**config.mk**
```make
export PLATFORM = sky130hd
export DESIGN_NAME = hbm_strided_read_master
export DESIGN_NICKNAME = d
export VERILOG_FILES = /design/src/rtl/hbm_strided_read_master.sv
export SDC_FILE = /design/constraint.sdc
export NUM_CORES = 1
export LEC_CHECK = 0
export ABC_AREA = 0
export ABC_CLOCK_PERIOD_IN_PS = 7250
export CAP_MARGIN = 30
export CORE_AREA = 5 5 518 520
export DETAILED_ROUTE_END_ITERATION = 10
export DIE_AREA = 0 0 523 525
export PLACE_DENSITY = 0.3
export REMOVE_ABC_BUFFERS = 1
export SETUP_SLACK_MARGIN = 0.4
export SLEW_MARGIN = 0
export SYNTH_ARGS = -nofsm -noshare
export SYNTH_HDL_FRONTEND = slang
export SYNTH_SLANG_ARGS = --single-unit
```
**constraint.sdc**
```tcl
create_clock -name aclk -period 7.25 [get_ports aclk]
set_input_delay 1.8125 -clock aclk [delete_from_list [all_inputs] [get_ports aclk]]
set_output_delay 1.8125 -clock aclk [all_outputs]
set_load 0.02 [all_outputs]
```
**src/rtl/hbm_strided_read_master.sv**
```systemverilog
// Strided 2-D AXI4 read master: each row is fetched as bursts split at C_BURST_LEN and 4 KB,
// and streamed out with tlast on the row's final beat. Busy/stall counters exist only under HBM_RD_PERF_CNT_EN.
module hbm_strided_read_master #(
  parameter int C_M_AXI_ADDR_WIDTH = 64,
  parameter int C_M_AXI_DATA_WIDTH = 512,
  parameter int C_BURST_LEN        = 64,
  parameter int C_MAX_OUTSTANDING  = 16,
  parameter int C_ROWS_WIDTH       = 16
) (
  input  logic                          aclk,
  input  logic                          areset,
  input  logic                          ctrl_start,
  input  logic [C_M_AXI_ADDR_WIDTH-1:0] ctrl_addr,
  input  logic [31:0]                   ctrl_row_bytes,
  input  logic [C_M_AXI_ADDR_WIDTH-1:0] ctrl_stride,
  input  logic [C_ROWS_WIDTH-1:0]       ctrl_num_rows,
  output logic                          ctrl_busy,
  output logic                          ctrl_done,
  output logic                          ctrl_err,
  output logic                          m_axi_arvalid,
  input  logic                          m_axi_arready,
  output logic [C_M_AXI_ADDR_WIDTH-1:0] m_axi_araddr,
  output logic [7:0]                    m_axi_arlen,
  input  logic                          m_axi_rvalid,
  output logic                          m_axi_rready,
  input  logic [C_M_AXI_DATA_WIDTH-1:0] m_axi_rdata,
  input  logic [1:0]                    m_axi_rresp,
  input  logic                          m_axi_rlast,
  output logic                          m_axis_tvalid,
  input  logic                          m_axis_tready,
  output logic [C_M_AXI_DATA_WIDTH-1:0] m_axis_tdata,
  output logic                          m_axis_tlast,
  output logic [31:0]                   stat_cycles,
  output logic [31:0]                   stat_stalls
);

  localparam int AW      = C_M_AXI_ADDR_WIDTH;
  localparam int RW      = C_ROWS_WIDTH;
  localparam int DWB     = C_M_AXI_DATA_WIDTH / 8;
  localparam int LOG_DWB = $clog2(DWB);
  localparam int OUT_W   = $clog2(C_MAX_OUTSTANDING + 1);
  localparam logic [AW-1:0] ADDR_MASK = ~AW'(DWB - 1);

  typedef enum logic [2:0] {
    S_IDLE, S_SETUP, S_CALC, S_ISSUE, S_NEXT_ROW, S_DRAIN, S_DONE
  } state_t;

  state_t           state, state_nxt;
  logic [AW-1:0]    row_base, addr, stride_r;
  logic [31:0]      row_beats, beats_left, beat_cnt;
  logic [RW-1:0]    rows_left;
  logic [8:0]       len, len_calc;
  logic [12:0]      page_beats;
  logic [OUT_W-1:0] outstanding;
  logic             err_r;
  logic             start_ok, ar_hs, r_hs, rlast_hs;

  assign start_ok = ctrl_start && (state == S_IDLE || state == S_DONE);
  assign ar_hs    = m_axi_arvalid && m_axi_arready;
  assign r_hs     = m_axi_rvalid && m_axi_rready;
  assign rlast_hs = r_hs && m_axi_rlast;

  // Beats remaining before the next 4 KB boundary; addr is always beat-aligned.
  assign page_beats = (13'h1000 - {1'b0, addr[11:0]}) >> LOG_DWB;

  always_comb begin
    len_calc = 9'(C_BURST_LEN);
    if (32'(page_beats) < 32'(len_calc)) len_calc = page_beats[8:0];
    if (beats_left < 32'(len_calc))      len_calc = beats_left[8:0];
  end

  always_ff @(posedge aclk) begin
    if (areset) state <= S_IDLE;
    else        state <= state_nxt;
  end

  always_comb begin
    state_nxt     = state;
    m_axi_arvalid = 1'b0;
    ctrl_busy     = 1'b0;
    ctrl_done     = 1'b0;
    case (state)
      S_IDLE:  if (ctrl_start) state_nxt = S_SETUP;
      S_SETUP: begin
        ctrl_busy = 1'b1;
        if (row_beats == 32'd0 || rows_left == '0) state_nxt = S_DRAIN;
        else                                       state_nxt = S_CALC;
      end
      S_CALC: begin
        ctrl_busy = 1'b1;
        if (outstanding != OUT_W'(C_MAX_OUTSTANDING)) state_nxt = S_ISSUE;
      end
      S_ISSUE: begin
        ctrl_busy     = 1'b1;
        m_axi_arvalid = 1'b1;
        if (m_axi_arready) begin
          if (beats_left != 32'(len))     state_nxt = S_CALC;
          else if (rows_left != RW'(1))   state_nxt = S_NEXT_ROW;
          else                            state_nxt = S_DRAIN;
        end
      end
      S_NEXT_ROW: begin
        ctrl_busy = 1'b1;
        state_nxt = S_CALC;
      end
      // Every burst ends in rlast, so a zero count means all beats have arrived.
      S_DRAIN: begin
        ctrl_busy = 1'b1;
        if (outstanding == '0) begin
          ctrl_done = 1'b1;
          state_nxt = S_DONE;
        end
      end
      S_DONE:  state_nxt = ctrl_start ? S_SETUP : S_IDLE;
      default: state_nxt = S_IDLE;
    endcase
  end

  always_ff @(posedge aclk) begin
    if (areset) begin
      row_base    <= '0;
      addr        <= '0;
      stride_r    <= '0;
      row_beats   <= '0;
      beats_left  <= '0;
      rows_left   <= '0;
      len         <= '0;
      outstanding <= '0;
      beat_cnt    <= '0;
      err_r       <= 1'b0;
    end else begin
      if (start_ok) begin
        row_base   <= ctrl_addr & ADDR_MASK;
        addr       <= ctrl_addr & ADDR_MASK;
        stride_r   <= ctrl_stride & ADDR_MASK;
        row_beats  <= 32'(ctrl_row_bytes[31:LOG_DWB]) + 32'(|ctrl_row_bytes[LOG_DWB-1:0]);
        beats_left <= 32'(ctrl_row_bytes[31:LOG_DWB]) + 32'(|ctrl_row_bytes[LOG_DWB-1:0]);
        rows_left  <= ctrl_num_rows;
      end else if (ar_hs) begin
        addr       <= addr + (AW'(len) << LOG_DWB);
        beats_left <= beats_left - 32'(len);
      end else if (state == S_NEXT_ROW) begin
        row_base   <= row_base + stride_r;
        addr       <= row_base + stride_r;
        beats_left <= row_beats;
        rows_left  <= rows_left - RW'(1);
      end

      if (state == S_CALC) len <= len_calc;

      case ({ar_hs, rlast_hs})
        2'b10:   outstanding <= outstanding + OUT_W'(1);
        2'b01:   outstanding <= outstanding - OUT_W'(1);
        default: outstanding <= outstanding;
      endcase

      if (start_ok)  beat_cnt <= '0;
      else if (r_hs) beat_cnt <= m_axis_tlast ? '0 : beat_cnt + 32'd1;

      if (start_ok)                          err_r <= 1'b0;
      else if (r_hs && m_axi_rresp != 2'b00) err_r <= 1'b1;
    end
  end

  assign m_axi_araddr  = addr;
  assign m_axi_arlen   = 8'(len - 9'd1);
  assign m_axi_rready  = m_axis_tready;
  assign m_axis_tvalid = m_axi_rvalid;
  assign m_axis_tdata  = m_axi_rdata;
  assign m_axis_tlast  = (beat_cnt == row_beats - 32'd1);
  assign ctrl_err      = err_r;

`ifdef HBM_RD_PERF_CNT_EN
  logic [31:0] cyc_cnt, stall_cnt;

  always_ff @(posedge aclk) begin
    if (areset || start_ok) begin
      cyc_cnt   <= '0;
      stall_cnt <= '0;
    end else begin
      if (ctrl_busy && cyc_cnt != '1)                       cyc_cnt   <= cyc_cnt + 32'd1;
      if (m_axi_rvalid && !m_axis_tready && stall_cnt != '1) stall_cnt <= stall_cnt + 32'd1;
    end
  end

  assign stat_cycles = cyc_cnt;
  assign stat_stalls = stall_cnt;
`else
  assign stat_cycles = '0;
  assign stat_stalls = '0;
`endif

endmodule

```
After elaboration in Yosys (flattened, before gate mapping)
Index checks and enable logic that the tools add are counted.
Operators by class
  multiplexer cells: 29
  bitwise operators: 1
  magnitude comparators: 2
  equal/unequal tests: 17
  reduce and logical (&&, ||, !) cells: 22
  add/sub/neg operators: 11
Operators by type and width (count)
  64-bit 2-to-1 mux: 6
  32-bit 2-to-1 mux: 4
  64-bit by 15-bit adder with 64-bit output: 1
  64-bit adder: 1
  16-bit 2-to-1 mux: 3
  32-bit by 1-bit adder with 32-bit output (second input constant): 1
  32-bit equality test: 1
  32-bit logical NOT: 1
  32-bit by 7-bit less-than comparator with 1-bit output: 1
  32-bit by 9-bit inequality test with 1-bit output: 1
  32-bit by 1-bit subtractor with 32-bit output (second input constant): 1
  32-bit by 9-bit subtractor with 32-bit output: 1
  26-bit by 1-bit adder with 27-bit output: 1
  3-bit one-hot mux with 7 select lines: 1
  3-bit 2-to-1 mux: 6
  16-bit logical NOT: 1
  16-bit by 1-bit inequality test with 1-bit output (second input constant): 1
  16-bit by 1-bit subtractor with 16-bit output (second input constant): 1
  13-bit by 12-bit subtractor with 13-bit output (first input constant): 1
  2-bit inequality test (second input constant): 5
  5-bit one-hot mux with 2 select lines: 1
  3-bit equality test (second input constant): 3
  9-bit 2-to-1 mux: 1
  2-bit nonzero test: 4
  22 further kinds: 34
Storage, ports and cells
  logic and storage cells: 95
  register bits: 316
  input port bits: 697

Depth between registers and ports, before layout
  depth after elaboration: 5
  mapped depth: 16
  depth with buffers taken out: 14

Worst setup path before layout
Ideal clock, no wire load.
  path type: register -> output
  from: reg row_beats[0]
  to: out m_axis_tlast
  cell stages (with the launch flop): 11
  buffers on the path: 0
  data arrival time: 2.845 ns
  required time: 5.438 ns
  setup slack: 2.592 ns
  path through: dfxtp_1 -> inv_1 -> ha_1 -> or4b_1 -> or4b_1 -> and3_1 -> or3_1 -> o31a_1 -> a2111oi_0 -> nand4_1 -> inv_1
Between the ends
  word-level cells in the longest chain between the ends: 2
RTL lines
  start: declaration: line 50  | logic [31:0] row_beats, beats_left, beat_cnt;
  start signal: assignment: line 136  | row_beats <= 32'(ctrl_row_bytes[31:LOG_DWB]) + 32'(|ctrl_row_bytes[LOG_DWB-1:0]);
  32-bit by 1-bit subtractor with 32-bit output: line 170  | assign m_axis_tlast = (beat_cnt == row_beats - 32'd1);
  32-bit equality test: line 170
  end: declaration: line 32  | output logic m_axis_tlast,
No other way between the ends.

Worst setup path in the final report
Same ends and word-level chain as after synthesis.

==> summary.txt <==
Outcome
  • Result of the run: finished clean

Power
  • Clock share of power: 35.8%
  • Fraction of power spent switching nets: about 42%
  • IR Drop Worst-Case VDD: 0.000188 V
  • Net switching power: 0.00326 W
  • Cell leakage power: 9.74 nW
  • Sequential fraction of design power: 28.1%
  • Combinational Power Share: about 36%
  • Overall Power: 0.00773 W
  • Internal power of the cells: between 0.004 and 0.005 W
  • Power per Cell Area: approximately 270 nW/um2

Worst setup path
  • Buffers & Inverters on Critical Path: 6
  • Startpoint Class: flip-flop
  • Required time at the endpoint of the critical path: 5.44 ns
  • Cell Chain, Critical Path: inv_1, ha_1, or4b_4, nor3_4, buf_4, xnor2_1, nor2_1, a211oi_1, o22ai_1, a2111oi_4, buf_4, nand4_1, inv_2, buf_4, clkdlybuf4s50_1
  • FF-to-FF setup slack: 2.59 ns
  • Kind of critical path: flip-flop to output port
  • Crit path max-delay family: buffers and inverters
  • Top fanout value on the critical path: 6
  • Critical Path AT: 4.93 ns
  • Cell with the biggest individual delay on the critical path: sky130_fd_sc_hd__clkdlybuf4s50_1
  • Slowest cell delay on critical path: about 0.59 ns
  • Critical path's most frequent cell: sky130_fd_sc_hd__buf_4
  • CP endpoint kind: output port

Layout
  • Nets: 3712
  • Final core utilization: 10.9%
  • Fraction of layout instances using a drive strength above 1: about 7.0%
  • Non-filler cells, final: 6495
  • Post-synthesis to final-layout area growth: 19.2%
  • Filler Cell Count: 30600
  • Cell area after layout: 28900 um2
  • Number of diodes added for antenna fixing: 0

Route
  • Drt via density: 3.83
  • Final wirelength: 446000 um
  • Number of iterations in the first detailed-routing pass: 8
  • DR DRC count: 0
  • Routed length per instance: 68.7 um
  • Number of vias after detailed routing: 24900
  • Number of nets still failing antenna checks after routing: 0
  • Iteration-0 DRC Markers: 2133

Clock tree
  • Clock transition at the registers of the reported paths: about 0.070 ns
  • Largest buffer count on any clock path: 3
  • Insertion delay of the later-clocked pin in the worst-skew pair: just under 0.8 ns
  • H-tree depth: 2
  • Sinks on the clock net: 305
  • Clk root buf: sky130_fd_sc_hd__clkbuf_16
  • Clock buffers created by TritonCTS: 52
  • Clock tree from TritonCTS: yes

Synth
  • Most used flip-flop cell after synthesis: sky130_fd_sc_hd__dfxtp_1
  • Number of distinct library cells after synthesis: 86
  • Area share of the largest cell type after synthesis: roughly 25%
  • Fraction of the mapped netlist area in adder cells: 5.08%
  • Yosys Warn Count: 0
  • Count leader, synth: sky130_fd_sc_hd__buf_4
  • Top post-synthesis cells by count: sky130_fd_sc_hd__buf_4, sky130_fd_sc_hd__nor2_1, sky130_fd_sc_hd__nand2_1
  • Parity-gate share of the synthesized area counting xor and xnor cells: 7.38%
  • Synthesized-area fraction occupied by and/or/nand/nor cells: roughly 20%
  • Compound-Gate Fraction of Synth Area: 19.9%
  • Count of mapped cells out of synthesis: 3239
  • Main combinational cell family by area after synthesis: buffers and inverters
  • Fraction of synthesized area in multiplexers: 0.542%
  • Top cell type by total area after synthesis: sky130_fd_sc_hd__dfxtp_1
  • Fraction of registers with async set/reset: 0%
  • Number of enable flip-flop cells after synthesis: 0
  • Netlist area before placement: 24200 um2
  • Synthesized area divided by synthesized cell count: between 7 and 8 um2
  • Register area share after synthesis: 25.2%
  • Synth area leaders: sky130_fd_sc_hd__dfxtp_1, sky130_fd_sc_hd__buf_4, sky130_fd_sc_hd__a21oi_1, sky130_fd_sc_hd__nor2_1, sky130_fd_sc_hd__nand2_1
  • Count of state elements after synthesis: 305

Die
  • Initial core utilization: 9.19%
  • Die area: ~270000 um2
  • Number of rows in the core area: 189
  • Top Ports: 1352
  • Height of the die: 525 um
  • Width of the die: roughly 520 um
  • Placeable core region: approximately 260000 um2

Place
  • Placed Area: approximately 27000 um2
  • Final HPWL from detailed placement: roughly 410000 um
  • Placer congestion estimate: 1.44
  • Input/output buffers: roughly 250
  • Placed cells: 6397

GRT
  • Global-route congestion overflow total: 0
  • Global routing usage on met3: 41.2%
  • Global-route wire length before repair: about 500000 um
  • Vias in the first global route: between 20000 and 25000
  • Total global routing track utilization: 31.2%
  • Number of antenna violations at the first check in global routing: 18
  • Met2 usage in global routing: 48.1%
  • Met1 layer usage reported by global route: roughly 13%
  • Largest net degree at the start of global routing: 108
  • Grt peak-use layer: met2

Timing
  • Slew at the pin closest to its max-slew limit: around 1.1 ns
  • Fin crit period: 6.74 ns
  • Worst-case headroom to the max-slew limit: 27.3%
  • Maximum operating frequency: about 150 MHz
  • Worst hold margin: around 0.45 ns
  • Final critical-path share of the clock period: 93.0%
  • # setup viols final: 0
  • Clk_skew: 0.137 ns
  • Endpoints failing hold: 0
  • Unrepaired setup endpoints after global routing: no
  • Fin. max-slew vios: 0

Flow run
  • Reported max-cap violation count: 0

Worst hold path
  • Worst min path class: flip-flop to flip-flop
==> stage by stage <==
step                TNS, ns  setup WS, ns
global placement          0         0.863
floorplan           -119.54         -2.63
CTS                       0         0.409
finish                    0         0.509
detailed placement        0         0.860
global route              0         0.407
==> path summary, 6_finish.rpt <==
path | start | end | cells past startpoint
max | row_beats[0] | m_axis_tlast | 15
min | ctrl_err | ctrl_err | 2
min reg2reg | ctrl_err | ctrl_err | 2
max reg2reg | row_beats[0] | beat_cnt[9] | 16
==> state kept, by name, summed over array words and instances (netlist names) <==
signal        cells
beat_cnt         32
beats_left       32
ctrl_err          1
len               9
m_axi_araddr     64
outstanding       5
row_base         58
row_beats        27
rows_left        16
state             3
stride_r         58
==> what timing repair did <==
action                     CTS  global route
hold buffers                 0             0
resized for setup            5             1
gates cloned                 0             0
setup buffers                0             1
pin swaps                    0             0
setup endpoints to repair    1             1
==> layout make-up <==
class | instances | area (um2) | share of cell area, %
Sequential cell | 305 | 6110 | 21.2
Timing Repair Buffer | 314 | 3090 | 10.7
Clock buffer | 72 | 1500 | 5.18
Inverter | 57 | 216 | 0.750
Tap cell | 3533 | 4420 | 15.3
Clock inverter | 25 | 289 | 1.00
Multi-Input combinational cell | 2189 | 13300 | 45.9
==> worst min-delay path, delay by kind of cell (launching register included) <==
kind | cells | cell delay [ns]
compound gates | 1 | 0.05
buf+inv | 1 | 0.05
flops | 1 | 0.30
==> power by group through the flow <==
stage               combinational (W)  clock [W]  sequential [W]
finish                        0.00279    0.00277         0.00217
global route                  0.00302    0.00290         0.00220
CTS                           0.00282    0.00286         0.00217
detailed placement            0.00280          0         0.00220
global placement              0.00281          0         0.00221
floorplan                     0.00149          0         0.00217
==> per-layer routing <==
layer | vias to the layer above | wire length, um
li1 | 10000 | -
met4 | 60 | 56200
met5 | - | 4640
met1 | 11400 | 69300
met2 | 2889 | 192000
met3 | 453 | 124000
==> placed cells by master (no fill, tap or decap), types with 33 or more instances in the layout <==
cell                              netlist  layout
sky130_fd_sc_hd__xnor2_1              118     118
sky130_fd_sc_hd__a21oi_1              267     267
sky130_fd_sc_hd__inv_1                 56      54
sky130_fd_sc_hd__xor2_1                86      86
sky130_fd_sc_hd__and3_1                47      46
sky130_fd_sc_hd__nand3_1               69      69
sky130_fd_sc_hd__clkbuf_16              0      52
sky130_fd_sc_hd__conb_1                 1      64
sky130_fd_sc_hd__a21o_1                33      33
sky130_fd_sc_hd__dfxtp_1              305     305
sky130_fd_sc_hd__o21ai_0              154     153
sky130_fd_sc_hd__nor3_1                68      67
sky130_fd_sc_hd__clkdlybuf4s50_1        0     250
sky130_fd_sc_hd__buf_4                579      54
sky130_fd_sc_hd__a211oi_1              73      73
sky130_fd_sc_hd__nand2_1              317     313
sky130_fd_sc_hd__nand4_1               54      54
sky130_fd_sc_hd__nor2_1               321     317
sky130_fd_sc_hd__ha_1                  92      92
==> cell families after synthesis <==
kind of cell	Yosys count
simple gates	1042
mux	13
fa+ha+maj	96
other cells	1
xor+xnor	204
compound gates	770
flops	305
buf+inv	808
Note: power is estimated with default switching activity, not from simulation.
